[src/rtl/bram_loader_pkg.sv]
// rtl/bram_loader_pkg.sv - shared constants and state encoding for the BRAM command loader
//
// Contents:
//   ADDR_W            RAM address / length field width
//   OP_WRITE, OP_READ command opcodes ('W', 'R')
//   RSP_ACK, RSP_NAK  response bytes ('K', 'E')
//   loader_state_e    loader FSM states
//   is_known_op()     opcode decode helper
package bram_loader_pkg;

  localparam int unsigned ADDR_W = 16;

  localparam logic [7:0] OP_WRITE = 8'h57;
  localparam logic [7:0] OP_READ  = 8'h52;
  localparam logic [7:0] RSP_ACK  = 8'h4B;
  localparam logic [7:0] RSP_NAK  = 8'h45;

  typedef enum logic [3:0] {
    IDLE,
    ADDR_HI,
    ADDR_LO,
    LEN_HI,
    LEN_LO,
    WR_DATA,
    RD_ISSUE,
    RD_WAIT,
    RD_CAP,
    RD_SEND,
    SEND_RSP
  } loader_state_e;

  function automatic logic is_known_op(input logic [7:0] b);
    return (b == OP_WRITE) || (b == OP_READ);
  endfunction

endpackage

[src/rtl/bram_cmd_loader.sv]
// rtl/bram_cmd_loader.sv - byte-stream write/read command front end for a 64K x 8 block RAM
//
// Ports:
//   clk            system clock, all logic on posedge
//   rst_n          synchronous active-low reset
//   rx_data/rx_valid/rx_ready   command/data byte stream in
//   tx_data/tx_valid/tx_ready   read data / response byte stream out
//   mem_mode       to RAM: 0 read, 1 write (single-cycle pulse per written byte)
//   mem_address    to RAM address
//   mem_byte_in    to RAM write data
//   mem_byte_out   from RAM, registered one edge after the address is sampled
//   busy           high whenever the loader is not idle
module bram_cmd_loader
  import bram_loader_pkg::*;
(
  input  logic              clk,
  input  logic              rst_n,
  input  logic [7:0]        rx_data,
  input  logic              rx_valid,
  output logic              rx_ready,
  output logic [7:0]        tx_data,
  output logic              tx_valid,
  input  logic              tx_ready,
  output logic              mem_mode,
  output logic [ADDR_W-1:0] mem_address,
  output logic [7:0]        mem_byte_in,
  input  logic [7:0]        mem_byte_out,
  output logic              busy
);

  loader_state_e     state_q, state_d;
  logic              is_wr_q, is_wr_d;
  logic [ADDR_W-1:0] addr_q, addr_d;
  logic [ADDR_W-1:0] len_q, len_d;
  logic [7:0]        tx_data_q, tx_data_d;
  logic              tx_valid_q, tx_valid_d;
  logic              mem_mode_q, mem_mode_d;
  logic [ADDR_W-1:0] mem_address_q, mem_address_d;
  logic [7:0]        mem_byte_in_q, mem_byte_in_d;

  logic              rx_fire;
  logic              tx_fire;
  logic [ADDR_W-1:0] len_full;

  always_comb begin
    rx_ready = (state_q == IDLE)   || (state_q == ADDR_HI) ||
               (state_q == ADDR_LO) || (state_q == LEN_HI)  ||
               (state_q == LEN_LO)  || (state_q == WR_DATA);
  end

  assign rx_fire  = rx_valid & rx_ready;
  assign tx_fire  = tx_valid_q & tx_ready;
  // Length as it will be once the low byte currently on rx_data is latched.
  assign len_full = {len_q[ADDR_W-1:8], rx_data};

  always_comb begin
    state_d       = state_q;
    is_wr_d       = is_wr_q;
    addr_d        = addr_q;
    len_d         = len_q;
    tx_data_d     = tx_data_q;
    tx_valid_d    = tx_valid_q;
    mem_mode_d    = 1'b0;
    mem_address_d = mem_address_q;
    mem_byte_in_d = mem_byte_in_q;

    case (state_q)
      IDLE: begin
        if (rx_fire) begin
          if (is_known_op(rx_data)) begin
            is_wr_d = (rx_data == OP_WRITE);
            state_d = ADDR_HI;
          end else begin
            tx_data_d  = RSP_NAK;
            tx_valid_d = 1'b1;
            state_d    = SEND_RSP;
          end
        end
      end
      ADDR_HI: begin
        if (rx_fire) begin
          addr_d  = {rx_data, addr_q[7:0]};
          state_d = ADDR_LO;
        end
      end
      ADDR_LO: begin
        if (rx_fire) begin
          addr_d  = {addr_q[ADDR_W-1:8], rx_data};
          state_d = LEN_HI;
        end
      end
      LEN_HI: begin
        if (rx_fire) begin
          len_d   = {rx_data, len_q[7:0]};
          state_d = LEN_LO;
        end
      end
      LEN_LO: begin
        if (rx_fire) begin
          len_d = len_full;
          if (len_full == '0) begin
            tx_data_d  = RSP_ACK;
            tx_valid_d = 1'b1;
            state_d    = SEND_RSP;
          end else if (is_wr_q) begin
            state_d = WR_DATA;
          end else begin
            state_d = RD_ISSUE;
          end
        end
      end
      WR_DATA: begin
        if (rx_fire) begin
          // The RAM commits this byte on the edge after it is registered here.
          mem_mode_d    = 1'b1;
          mem_address_d = addr_q;
          mem_byte_in_d = rx_data;
          addr_d        = addr_q + ADDR_W'(1);
          len_d         = len_q - ADDR_W'(1);
          if (len_q == ADDR_W'(1)) begin
            tx_data_d  = RSP_ACK;
            tx_valid_d = 1'b1;
            state_d    = SEND_RSP;
          end
        end
      end
      RD_ISSUE: begin
        mem_address_d = addr_q;
        state_d       = RD_WAIT;
      end
      RD_WAIT: begin
        // RAM samples mem_address on this edge; data appears in RD_CAP.
        state_d = RD_CAP;
      end
      RD_CAP: begin
        tx_data_d  = mem_byte_out;
        tx_valid_d = 1'b1;
        state_d    = RD_SEND;
      end
      RD_SEND: begin
        if (tx_fire) begin
          tx_valid_d = 1'b0;
          addr_d     = addr_q + ADDR_W'(1);
          len_d      = len_q - ADDR_W'(1);
          if (len_q == ADDR_W'(1)) begin
            tx_data_d  = RSP_ACK;
            tx_valid_d = 1'b1;
            state_d    = SEND_RSP;
          end else begin
            state_d = RD_ISSUE;
          end
        end
      end
      SEND_RSP: begin
        if (tx_fire) begin
          tx_valid_d = 1'b0;
          state_d    = IDLE;
        end
      end
      default: begin
        state_d = IDLE;
      end
    endcase
  end

  always_ff @(posedge clk) begin
    if (!rst_n) begin
      state_q       <= IDLE;
      is_wr_q       <= 1'b0;
      addr_q        <= '0;
      len_q         <= '0;
      tx_data_q     <= 8'h00;
      tx_valid_q    <= 1'b0;
      mem_mode_q    <= 1'b0;
      mem_address_q <= '0;
      mem_byte_in_q <= 8'h00;
    end else begin
      state_q       <= state_d;
      is_wr_q       <= is_wr_d;
      addr_q        <= addr_d;
      len_q         <= len_d;
      tx_data_q     <= tx_data_d;
      tx_valid_q    <= tx_valid_d;
      mem_mode_q    <= mem_mode_d;
      mem_address_q <= mem_address_d;
      mem_byte_in_q <= mem_byte_in_d;
    end
  end

  assign tx_data     = tx_data_q;
  assign tx_valid    = tx_valid_q;
  assign mem_mode    = mem_mode_q;
  assign mem_address = mem_address_q;
  assign mem_byte_in = mem_byte_in_q;
  assign busy        = (state_q != IDLE);

endmodule

[config.mk]
export PLATFORM = sky130hd
export DESIGN_NAME = bram_cmd_loader
export DESIGN_NICKNAME = d
export VERILOG_FILES = /design/src/rtl/bram_loader_pkg.sv /design/src/rtl/bram_cmd_loader.sv
export SDC_FILE = /design/constraint.sdc
export NUM_CORES = 1
export LEC_CHECK = 0
export CAP_MARGIN = 20
export CORE_ASPECT_RATIO = 0.9
export CORE_MARGIN = 2
export CORE_UTILIZATION = 33
export CTS_CLUSTER_SIZE = 12
export DETAILED_ROUTE_END_ITERATION = 10
export HOLD_SLACK_MARGIN = 0.03
export PLACE_DENSITY_LB_ADDON = 0.12
export SYNTH_ARGS = -nofsm -noshare
export SYNTH_HDL_FRONTEND = slang
export SYNTH_SLANG_ARGS = --single-unit
[constraint.sdc]
create_clock -name clk -period 3.2 [get_ports clk]
set_clock_uncertainty 0.1 [all_clocks]
set_input_delay 0.64 -clock clk [delete_from_list [all_inputs] [get_ports clk]]
set_output_delay 0.64 -clock clk [all_outputs]
set_load 0.01 [all_outputs]
# After elaboration in Yosys (flattened, before gate mapping)
# Cells that the tools add are included.
[word_totals]
reg_bits = 71
in_bits = 20
output_inout_bits = 36
word_cells = 113
[classes]
n_addsub = 2
eq_ne = 24
n_mux = 43
bitwise_logic = 6
reduce_logical = 27
[op_table]
columns = ["op", "count"]
rows = [
  ["$pmux W16 S4", 2],
  ["$mux W16", 6],
  ["$mux W8", 8],
  ["$mux W4", 12],
  ["$pmux W4 S11", 1],
  ["$pmux W8 S5", 1],
  ["$pmux W16 S2", 1],
  ["$reduce_and A5 Y1", 4],
  ["$ne A2 B2 Y1 const B", 9],
  ["$reduce_and A9 Y1", 2],
  ["$add A16 B1 Y16 const B", 1],
  ["$eq A16 B1 Y1 const B", 1],
  ["$eq A4 B3 Y1 const B", 4],
  ["$eq A8 B7 Y1 const B", 2],
  ["$logic_not A16 Y1", 1],
  ["$sub A16 B1 Y16 const B", 1],
  ["$eq A4 B4 Y1 const B", 3],
  ["$reduce_bool A3 Y1", 4],
  ["$mux W1", 10],
  ["$eq A4 B2 Y1 const B", 2],
  ["$reduce_and A7 Y1", 1],
  ["$logic_or A1 B1 Y1", 6],
  ["$pmux W1 S6", 1],
  ["$reduce_and A2 Y1", 3],
  ["other kinds (11)", 16],
]

# Longest topological paths before layout
# Gate-level depths: netlist (run 1).
[logic_depth]
ltp_word = 9
depth_mapped = 9
ltp_nobuf = 6

# Least setup slack after synthesis (run 1)
# No wires, ideal clock.
[synth_timing]
kind = "input-to-reg"
startpoint = "in rx_data[1]"
endpoint = "reg tx_data_q[1], in the netlist tx_data[1]"
setup_ns = 0.136
arrival_time_ns = 1.831
required_time_ns = 2.964
path_slack_ns = 1.133
cell_stages = 6
path_buffers = 1
cell_sequence = "clkbuf_1 > nor3_1 > nand4_1 > o31ai_2 > o2111ai_1 > mux2i_1"
[synth_between]
elab_chain_cells = 4
word_cells_on_any_way = 7
cone_classes = "4 x eq/ne; 3 x reduce/logical"
[synth_rtl]
columns = ["element", "line", "text"]
rows = [
  ["start, declared", "bram_cmd_loader.sv:18", "input logic [7:0] rx_data,"],
  ["$eq A8 B7 Y1", "bram_loader_pkg.sv:33", "return (b == OP_WRITE) || (b == OP_READ);"],
  ["$logic_or A1 B1 Y1", "bram_loader_pkg.sv:33", ""],
  ["$ne A2 B2 Y1 (no line)", "-", ""],
  ["$reduce_and A7 Y1 (no line) *", "-", ""],
  ["end signal, assigned", "bram_cmd_loader.sv:182", "tx_data_q <= tx_data_d;"],
  ["end, declared", "bram_cmd_loader.sv:35", "logic [7:0] tx_data_q, tx_data_d;"],
]
# Every way passes the cells marked *; elsewhere a longest branch is shown, timed or not.
# A chain may end at the register's enable or synchronous reset.

# Worst setup path in the final report (run 1)
[layout_timing]
startpoint = "reg state_q[3]"
endpoint = "out busy"
[layout_between]
elab_chain_cells = 1
[layout_rtl]
columns = ["element", "line", "text"]
rows = [
  ["start, declared", "bram_cmd_loader.sv:31", "loader_state_e state_q, state_d;"],
  ["start signal, assigned", "bram_cmd_loader.sv:178", "state_q <= state_d;"],
  ["$reduce_bool A4 Y1", "bram_cmd_loader.sv:195", "assign busy = (state_q != IDLE);"],
  ["end, declared", "bram_cmd_loader.sv:28", "output logic busy"],
]
# No other way between the ends.

==> impl_metrics.toml, run 1 <==
[run_status]
status = "finished, final reports clean"

[power_and_ir_drop]
p_sw_share_pct = 35.4
leakagePower_nw = 1.70
p_seq_share_pct = 35.4
powerDensity_nw_per_um2 = 605
clkPwrFrac_pct = 30.9
p_comb_share_pct = 33.7
intPower_mw = 1.98
p_sw_mw = 1.08
ir_worst_vdd_v = 0.000381

[grt]
grt_pass1_wl_um = 20600
grt_overflow = 0
grt_start_max_net_pins = 39
first_global_vias = 3629
grt_util_all_layers_pct = 20.6
antenna_found_initial = 0

[sta]
rsz0062_at_grt = "no"
fin_crit_ps = 2930
relSlewSlack_pct = 53.5
setup_viol = 0
clock.fmax_ghz = 0.342
period_share_pct = 91.5
tightest_slew_ps = 697
drv_slew = 0
tns_ps = 0
hold_viol = 0

[route]
drt-initial-drc-count = 246
detail-route-antenna-nets = 0
num_vias = 4062
wirelength_um = 13100
route.detailed.drc = 0
first_pass_iters = 5
viasPerCell = 5.68
wire_per_inst_um = 18.3

[clock_network]
postCtsSetupRepairBufs = 0
cts_resized = 0
clkTransAtPathRegs_ps = 60
cts_buffers = 9
htree_levels = 3
cts_sinks = 71
worstSkewPairLatency_ps = 350
hold_buffers = 0
cts_tree = "done"
cts_buffer_depth = 2
cts_root_buffer = "clkbuf_16"

[critical_path]
crit_arrival_ps = 2190
r2r_cells = 5
cp_max_fo = 13
regToRegStartpoint = "state_q[2]"
rrSetupSlack_ps = 680
r2r_end = "state_q[1]"
critPathLaunchType = "flop"
path_class = "flop to output pin"
endpoint_kind = "output pin"
worstPathRequired_ps = 2460

[floorplan]
io_pins = 56
die_y_um = 109
die-width_um = 120
coreArea_um2 = 12000
num_rows = 38
initial_core_util_pct = 33.6
dieArea_um2 = 13100

[final_layout]
final_cell_mix = "dfxtp_1 (71), clkdlybuf4s50_1 (55), nand2_1 (53)"
nets = 576
finish.instance_area_um2 = 5070
diodes = 0
area_growth_pct = 25.9
multi_input_area_um2 = 2410
seq_area_um2 = 1420
final_common_cell = "dfxtp_1"
num-fill-cells = 1209
drive_gt1_share_pct = 9.73

[yosys]
yosysTopAreaCellShare_pct = 35.3
synth_cells = 499
synth_area_um2 = 4020
ys.flop_type = "dfxtp_1"
yosysUniqueCellTypes = 66
synthTopCellsByArea = "dfxtp_1 (35%), mux2i_1 (6.7%), a21oi_1 (5.7%)"
ys_warn_count = 0
synth_edf_count = 0
syn-num-nets = 522
synth_top_cell_by_area = "dfxtp_1"
yosysSeqAreaShare_pct = 35.3
syn_area_per_cell_um2 = 8.06
synth-seq-cells = 71
async_flop_share_pct = 0

[place]
place.gp.congestion = 0.926
io_buffer_count = 55
hpwl_um = 9240
place_area_um2 = 4800

[min_path]
whs_endpoint = "tx_data[7]"
hold_class = "flop to flop"
hold_start = "tx_data[7]"
min_path_cells = 2

[flow_run]
drv_cap = 0
[cell families (layout without fill, tap and decap cells)]
group	after synthesis	count (layout)	share of synthesized area, %
buffers and inverters	45	101	4.82
adder cells (fa/ha/maj)	3	3	0.933
multiplexers	27	27	6.72
AO/OA/AOI/OAI	156	156	25.5
flip-flops	71	71	35.3
AND/OR/NAND/NOR	192	192	25.4
XOR/XNOR	5	5	1.28
[critical path, cell delays in order (launching register included)]
cell and delay (ps):
dfxtp_1 760, nor2_1 240, nand2_1 260, clkdlybuf4s50_1 580
[power by group through the flow]
stage               clock network [mW]  registers [mW]  logic (mW)
floorplan                            0            1.05       0.692
global route                      1.00            1.10        1.13
global placement                     0            1.10        1.02
finish                           0.946            1.09        1.03
CTS                              0.970            1.08        1.03
detailed placement                   0            1.10        1.02
[registers in the layout (all words and copies together), names as in the netlist]
name,flops
addr_q,16
mem_mode,1
mem_address,16
tx_valid,1
len_q,16
tx_data,8
state_q,4
mem_byte_in,8
is_wr_q,1
[how the worst max path moves through the flow]
stage | start | endpoint
CTS | state_q[3] | busy
finish | state_q[3] | busy
global route | state_q[3] | busy
floorplan | rx_data[1] | tx_data[1]
global placement | rx_data[3] | tx_data[3]
detailed placement | rx_data[3] | tx_data[1]
[cell usage after synthesis (4+ instances only)]
library cell and count:
dfxtp_1 71, nand2_1 53, a21oi_1 46, nor2_1 35, o21ai_0 35, mux2i_1 27, clkbuf_1 20, nor2b_1 18
nor3_1 15, nand3_1 13, buf_2 10, inv_1 10, nand4_1 8, a21o_1 7, o21a_1 7, a211oi_1 6
and2_1 6, and4_1 6, nand2b_1 6, a31oi_1 5, and3_1 5, o2bb2ai_1 5, o31ai_1 5, a221oi_1 4
o221a_2 4, o32ai_1 4
[routing by layer]
metal | vias to the layer above | GRT usage (%) | wire [um]
li1 | 1947 | - | -
met1 | 1919 | 29.1 | 6170
met2 | 172 | 30.0 | 5490
met3 | 24 | 5.54 | 1060
met4 | 0 | 7.81 | 369
met5 | - | 0 | 0
[per-stage QoR]
step	hold WS (ps)	total power, mW	util (%)	std cells	setup WS (ps)
after floorplan	349	1.74	-	499	1130
after global placement	351	2.12	40.0	702	368
after detailed placement	353	2.12	40.0	702	329
after CTS	369	3.08	42.3	715	307
after global routing	403	3.23	42.3	715	188
final	374	3.07	42.3	715	273
[final cells by class]
type                       instances  area share, %
inverter                          10          0.741
clock inverter                     1         0.0988
tap                              160           3.95
sequential                        71           28.0
clock buffer                      12           5.26
timing repair buffer              78           14.3
multi-input combinational        383           47.6
No activity file was read; power rests on OpenSTA's default activity.
==> run 2, diff against run 1 <==
--- a/config.mk
+++ b/config.mk
@@ -11,8 +11,10 @@
 export CORE_UTILIZATION = 33
 export CTS_CLUSTER_SIZE = 12
 export DETAILED_ROUTE_END_ITERATION = 10
+export DONT_BUFFER_PORTS = 1
 export HOLD_SLACK_MARGIN = 0.03
 export PLACE_DENSITY_LB_ADDON = 0.12
+export SETUP_SLACK_MARGIN = 0.2
 export SYNTH_ARGS = -nofsm -noshare
 export SYNTH_HDL_FRONTEND = slang
 export SYNTH_SLANG_ARGS = --single-unit
==> impl_metrics.toml, run 2 (synthesis gave the netlist of run 1 again) <==
[run_status]
status = "finished, final reports clean"

[clock_network]
cts_tree = "done"
htree_levels = 3
cts_sinks = 71
hold_buffers = 0
postCtsSetupRepairBufs = 0
cts_root_buffer = "clkbuf_16"
cts_resized = 0
clkTransAtPathRegs_ps = 60
worstSkewPairLatency_ps = 350
cts_buffers = 9
cts_buffer_depth = 2

[critical_path]
critPathLaunchType = "flop"
crit_path_top_delay_cell = "dfxtp_1"
cp_max_fo = 14
path_buf_inv = 1
crit_arrival_ps = 2510
path_class = "flop to flop"
worstPathRequired_ps = 3370
cpLargestDelayFamily = "flip-flops"
max_stage_delay_ps = 580
crit_chain = "nor2b_1 > nand2_1 > buf_4 > o2111ai_1 > mux2i_1"
endpoint_kind = "flop"

[sta]
period_share_pct = 73.2
whs_ps = 323
drv_slew = 0
fin_ws_ps = 856
tns_ps = 0
fin_crit_ps = 2340
clock.fmax_ghz = 0.427
tightest_slew_ps = 784
hold_viol = 0
relSlewSlack_pct = 47.7
setup_viol = 0
rsz0062_at_grt = "no"

[floorplan]
die_y_um = 109
initial_core_util_pct = 33.6
dieArea_um2 = 13100
die-width_um = 120
num_rows = 38
io_pins = 56
coreArea_um2 = 12000

[grt]
antenna_found_initial = 0
grt_start_max_net_pins = 40
grt_overflow = 0
grt_pass1_wl_um = 19600
grt_util_all_layers_pct = 19.5
first_global_vias = 3502

[place]
pre_cts_ws_ps = 883
place_area_um2 = 4200
dp.cells = 639
io_buffer_count = 0
place.gp.congestion = 0.836
hpwl_um = 8500

[final_layout]
drive_gt1_share_pct = 9.90
area_growth_pct = 12.0
nets = 513
final_cell_mix = "dfxtp_1 (71), nand2_1 (53), a21oi_1 (46)"
fin_cells = 655
final_common_cell = "dfxtp_1"
diodes = 0
finish.instance_area_um2 = 4510

[route]
num_vias = 3763
wirelength_um = 12400
drt-initial-drc-count = 414
viasPerCell = 5.75
detail-route-antenna-nets = 0
wire_per_inst_um = 18.9
route.detailed.drc = 0
first_pass_iters = 5

[flow_run]
drv_cap = 0

[power_and_ir_drop]
leakagePower_nw = 1.48
powerDensity_nw_per_um2 = 664
ir_worst_vdd_v = 0.000342

[min_path]
hold_class = "input port to flop"
==> run 2: changes by cell type in the layout (fill, tap and decap cells not counted) <==
cell and delta:
clkbuf_8 -2, bufinv_16 +1, buf_12 +1, clkinvlp_4 +1
clkinv_4 +2, inv_6 +1, clkdlybuf4s50_1 -55, buf_4 -9
==> run 2: per-layer routing <==
| metal | wire length [um] | vias up | track usage [%] |
|---|---|---|---|
| li1 | - | 1822 | - |
| met3 | 1030 | 27 | 5.39 |
| met4 | 356 | 0 | 8.64 |
| met5 | 0 | - | 0 |
| met1 | 5910 | 1753 | 27.0 |
| met2 | 5070 | 161 | 28.2 |
==> run 2: power by group <==
group | total (mW) | internal [mW] | switching (mW) | leakage, nW
combinational | 0.887 | 0.336 | 0.551 | 0.755
sequential | 1.07 | 0.963 | 0.104 | 0.574
clock | 1.04 | 0.629 | 0.411 | 0.149
total | 2.99 | 1.93 | 1.07 | 1.48
==> run 2: layout make-up <==
class / count / area, um2
fill: 1267 / 7480
timing repair buffer: 15 / 125
tap: 160 / 200
clock inverter: 6 / 68.8
multi-input combinational: 383 / 2410
clock buffer: 10 / 239
inverter: 10 / 37.5
sequential: 71 / 1420
==> run 2: stage by stage <==
step | total power, mW | util, %
6_report | 2.99 | 37.6
5_1_grt | 3.15 | 37.6
4_1_cts | 3.01 | 37.6
3_5_place_dp | 1.96 | 35.0
3_3_place_gp | 1.96 | 35.0
2_1_floorplan | 1.74 | -
==> run 2: path summary, 6_finish.rpt <==
| check | start | endpoint | slack [ps] | cells past startpoint |
|---|---|---|---|---|
| worst min register to register | len_q[6] | len_q[6] | 370 | 2 |
| worst max-delay path | state_q[0] | tx_data[1] | 860 | 5 |
| worst min-delay path | rst_n | len_q[3] | 320 | 1 |
| worst max register to register | state_q[0] | tx_data[1] | 860 | 5 |
==> run 3, diff against run 2 <==
==> constraint.sdc (replaced) <==
create_clock -name clk -period 2.2 [get_ports clk]
set_clock_uncertainty 0.1 [all_clocks]
set_input_delay 0.44 -clock clk [delete_from_list [all_inputs] [get_ports clk]]
set_output_delay 0.44 -clock clk [all_outputs]
set_load 0.01 [all_outputs]
==> impl_metrics.toml, run 3 (synthesis gave the netlist of run 1 again) <==
[run_status]
status = "finished, final reports clean"

[sta]
tightest_slew_ps = 560
whs_ps = 115
rsz0062_at_grt = "no"
hold_viol = 0
fin_crit_ps = 1940
relSlewSlack_pct = 62.7
clock.fmax_ghz = 0.517
period_share_pct = 88.0
fin_ws_ps = 265
tns_ps = 0
setup_viol = 0
drv_slew = 0

[grt]
grt_util_all_layers_pct = 19.7
first_global_vias = 3538
grt_start_max_net_pins = 40
grt_overflow = 0
antenna_found_initial = 0
grt_pass1_wl_um = 19800

[place]
place.gp.congestion = 0.882
hpwl_um = 8970
pre_cts_ws_ps = 109
io_buffer_count = 0
place_area_um2 = 4420

[route]
detail-route-antenna-nets = 0
first_pass_iters = 4
viasPerCell = 5.52
wire_per_inst_um = 18.4
drt-initial-drc-count = 257
num_vias = 3781
wirelength_um = 12600
route.detailed.drc = 0

[final_layout]
nets = 543
finish.instance_area_um2 = 4780
diodes = 0
final_cell_mix = "dfxtp_1 (68), nand2_1 (53), a21oi_1 (44)"
final_common_cell = "dfxtp_1"
drive_gt1_share_pct = 17.0
area_growth_pct = 18.8
num-fill-cells = 1265

[critical_path]
r2r_cells = 6
critPathLaunchType = "flop"
cpLargestDelayFamily = "simple AND/OR/NAND/NOR gates"
rrSetupSlack_ps = 260
max_stage_delay_ps = 400
path_depth = 6
path_class = "flop to flop"
endpoint_kind = "flop"
cp_max_fo = 22
path_buf_inv = 1
regToRegStartpoint = "state_q[0]"
crit_arrival_ps = 2070
crit_chain = "buf_12 > nand2b_1 > nor3_1 > or2_4 > a21oi_1 > o221a_2"
crit_path_top_delay_cell = "dfxtp_1"
worstPathRequired_ps = 2330
r2r_end = "addr_q[7]"

[floorplan]
die-width_um = 120
dieArea_um2 = 13100
num_rows = 38
io_pins = 56
initial_core_util_pct = 33.6
coreArea_um2 = 12000
die_y_um = 109

[min_path]
hold_class = "input port to flop"
whs_endpoint = "len_q[5]"
hold_start = "rst_n"
min_path_cells = 1

[clock_network]
htree_levels = 3
cts_root_buffer = "clkbuf_16"
clkTransAtPathRegs_ps = 60
hold_buffers = 0
cts_buffers = 9
worstSkewPairLatency_ps = 340
cts_sinks = 71
cts_buffer_depth = 2
cts_tree = "done"

[flow_run]
drv_cap = 0

[power_and_ir_drop]
leakagePower_nw = 1.64
powerDensity_nw_per_um2 = 943
p_total_mw = 4.51
ir_worst_vdd_v = 0.000446
-- run 3: cell types whose count changed in the layout (fill, tap and decap cells not counted), sizes merged --
| cell | before | now |
|---|---|---|
| buf | 15 | 45 |
| clkbuf | 10 | 13 |
| clkinv | 3 | 2 |
| clkinvlp | 1 | 0 |
| inv | 11 | 10 |
-- run 3: metal layers --
metal	vias up	part of all wire, %	global-route usage, %
li1	1873	-	-
met1	1810	49	27.4
met5	-	0	0
met2	91	44	28.9
met4	0	0.88	7.39
met3	7	5.9	5.65
-- run 3: worst max path at each step --
stage / from / slack, ps / endpoint
4_1_cts: state_q[0] / 190 / tx_data[6]
5_1_grt: state_q[0] / 210 / addr_q[7]
3_5_place_dp: state_q[3] / 110 / len_q[8]
3_3_place_gp: state_q[3] / 100 / len_q[13]
6_report: state_q[0] / 260 / addr_q[7]
2_1_floorplan: rx_data[1] / 330 / tx_data[1]
-- run 3: report_power, final --
part | leakage [nW] | internal, mW | total [mW] | switching, mW
Sequential | 0.575 | 1.40 | 1.56 | 0.155
Combinational | 0.924 | 0.655 | 1.51 | 0.857
Clock | 0.138 | 0.879 | 1.43 | 0.555
-- run 3: layout make-up --
cell class | instances | area [um2] | share of cell area, %
multi-input cells | 383 | 2470 | 51.6
flip-flops and latches | 71 | 1430 | 29.8
repair buffers | 45 | 367 | 7.67
clock buffers | 13 | 240 | 5.02
well taps | 160 | 200 | 4.19
clock inverters | 3 | 43.8 | 0.916
inverters | 10 | 37.5 | 0.785
-- run 3: metrics by stage --
stage                     cells  util [%]
after global routing        685      39.9
after global placement      667      36.9
after CTS                   683      39.4
after detailed placement    667      36.9
after floorplan             499         -
final                       685      39.9
-- run 3: timing repair --
item                                   CTS  global route
resized for setup                        4            14
pin swaps                                0             2
setup endpoints to repair               10            45
setup buffers                            0             2
endpoints found under the hold margin    0             0
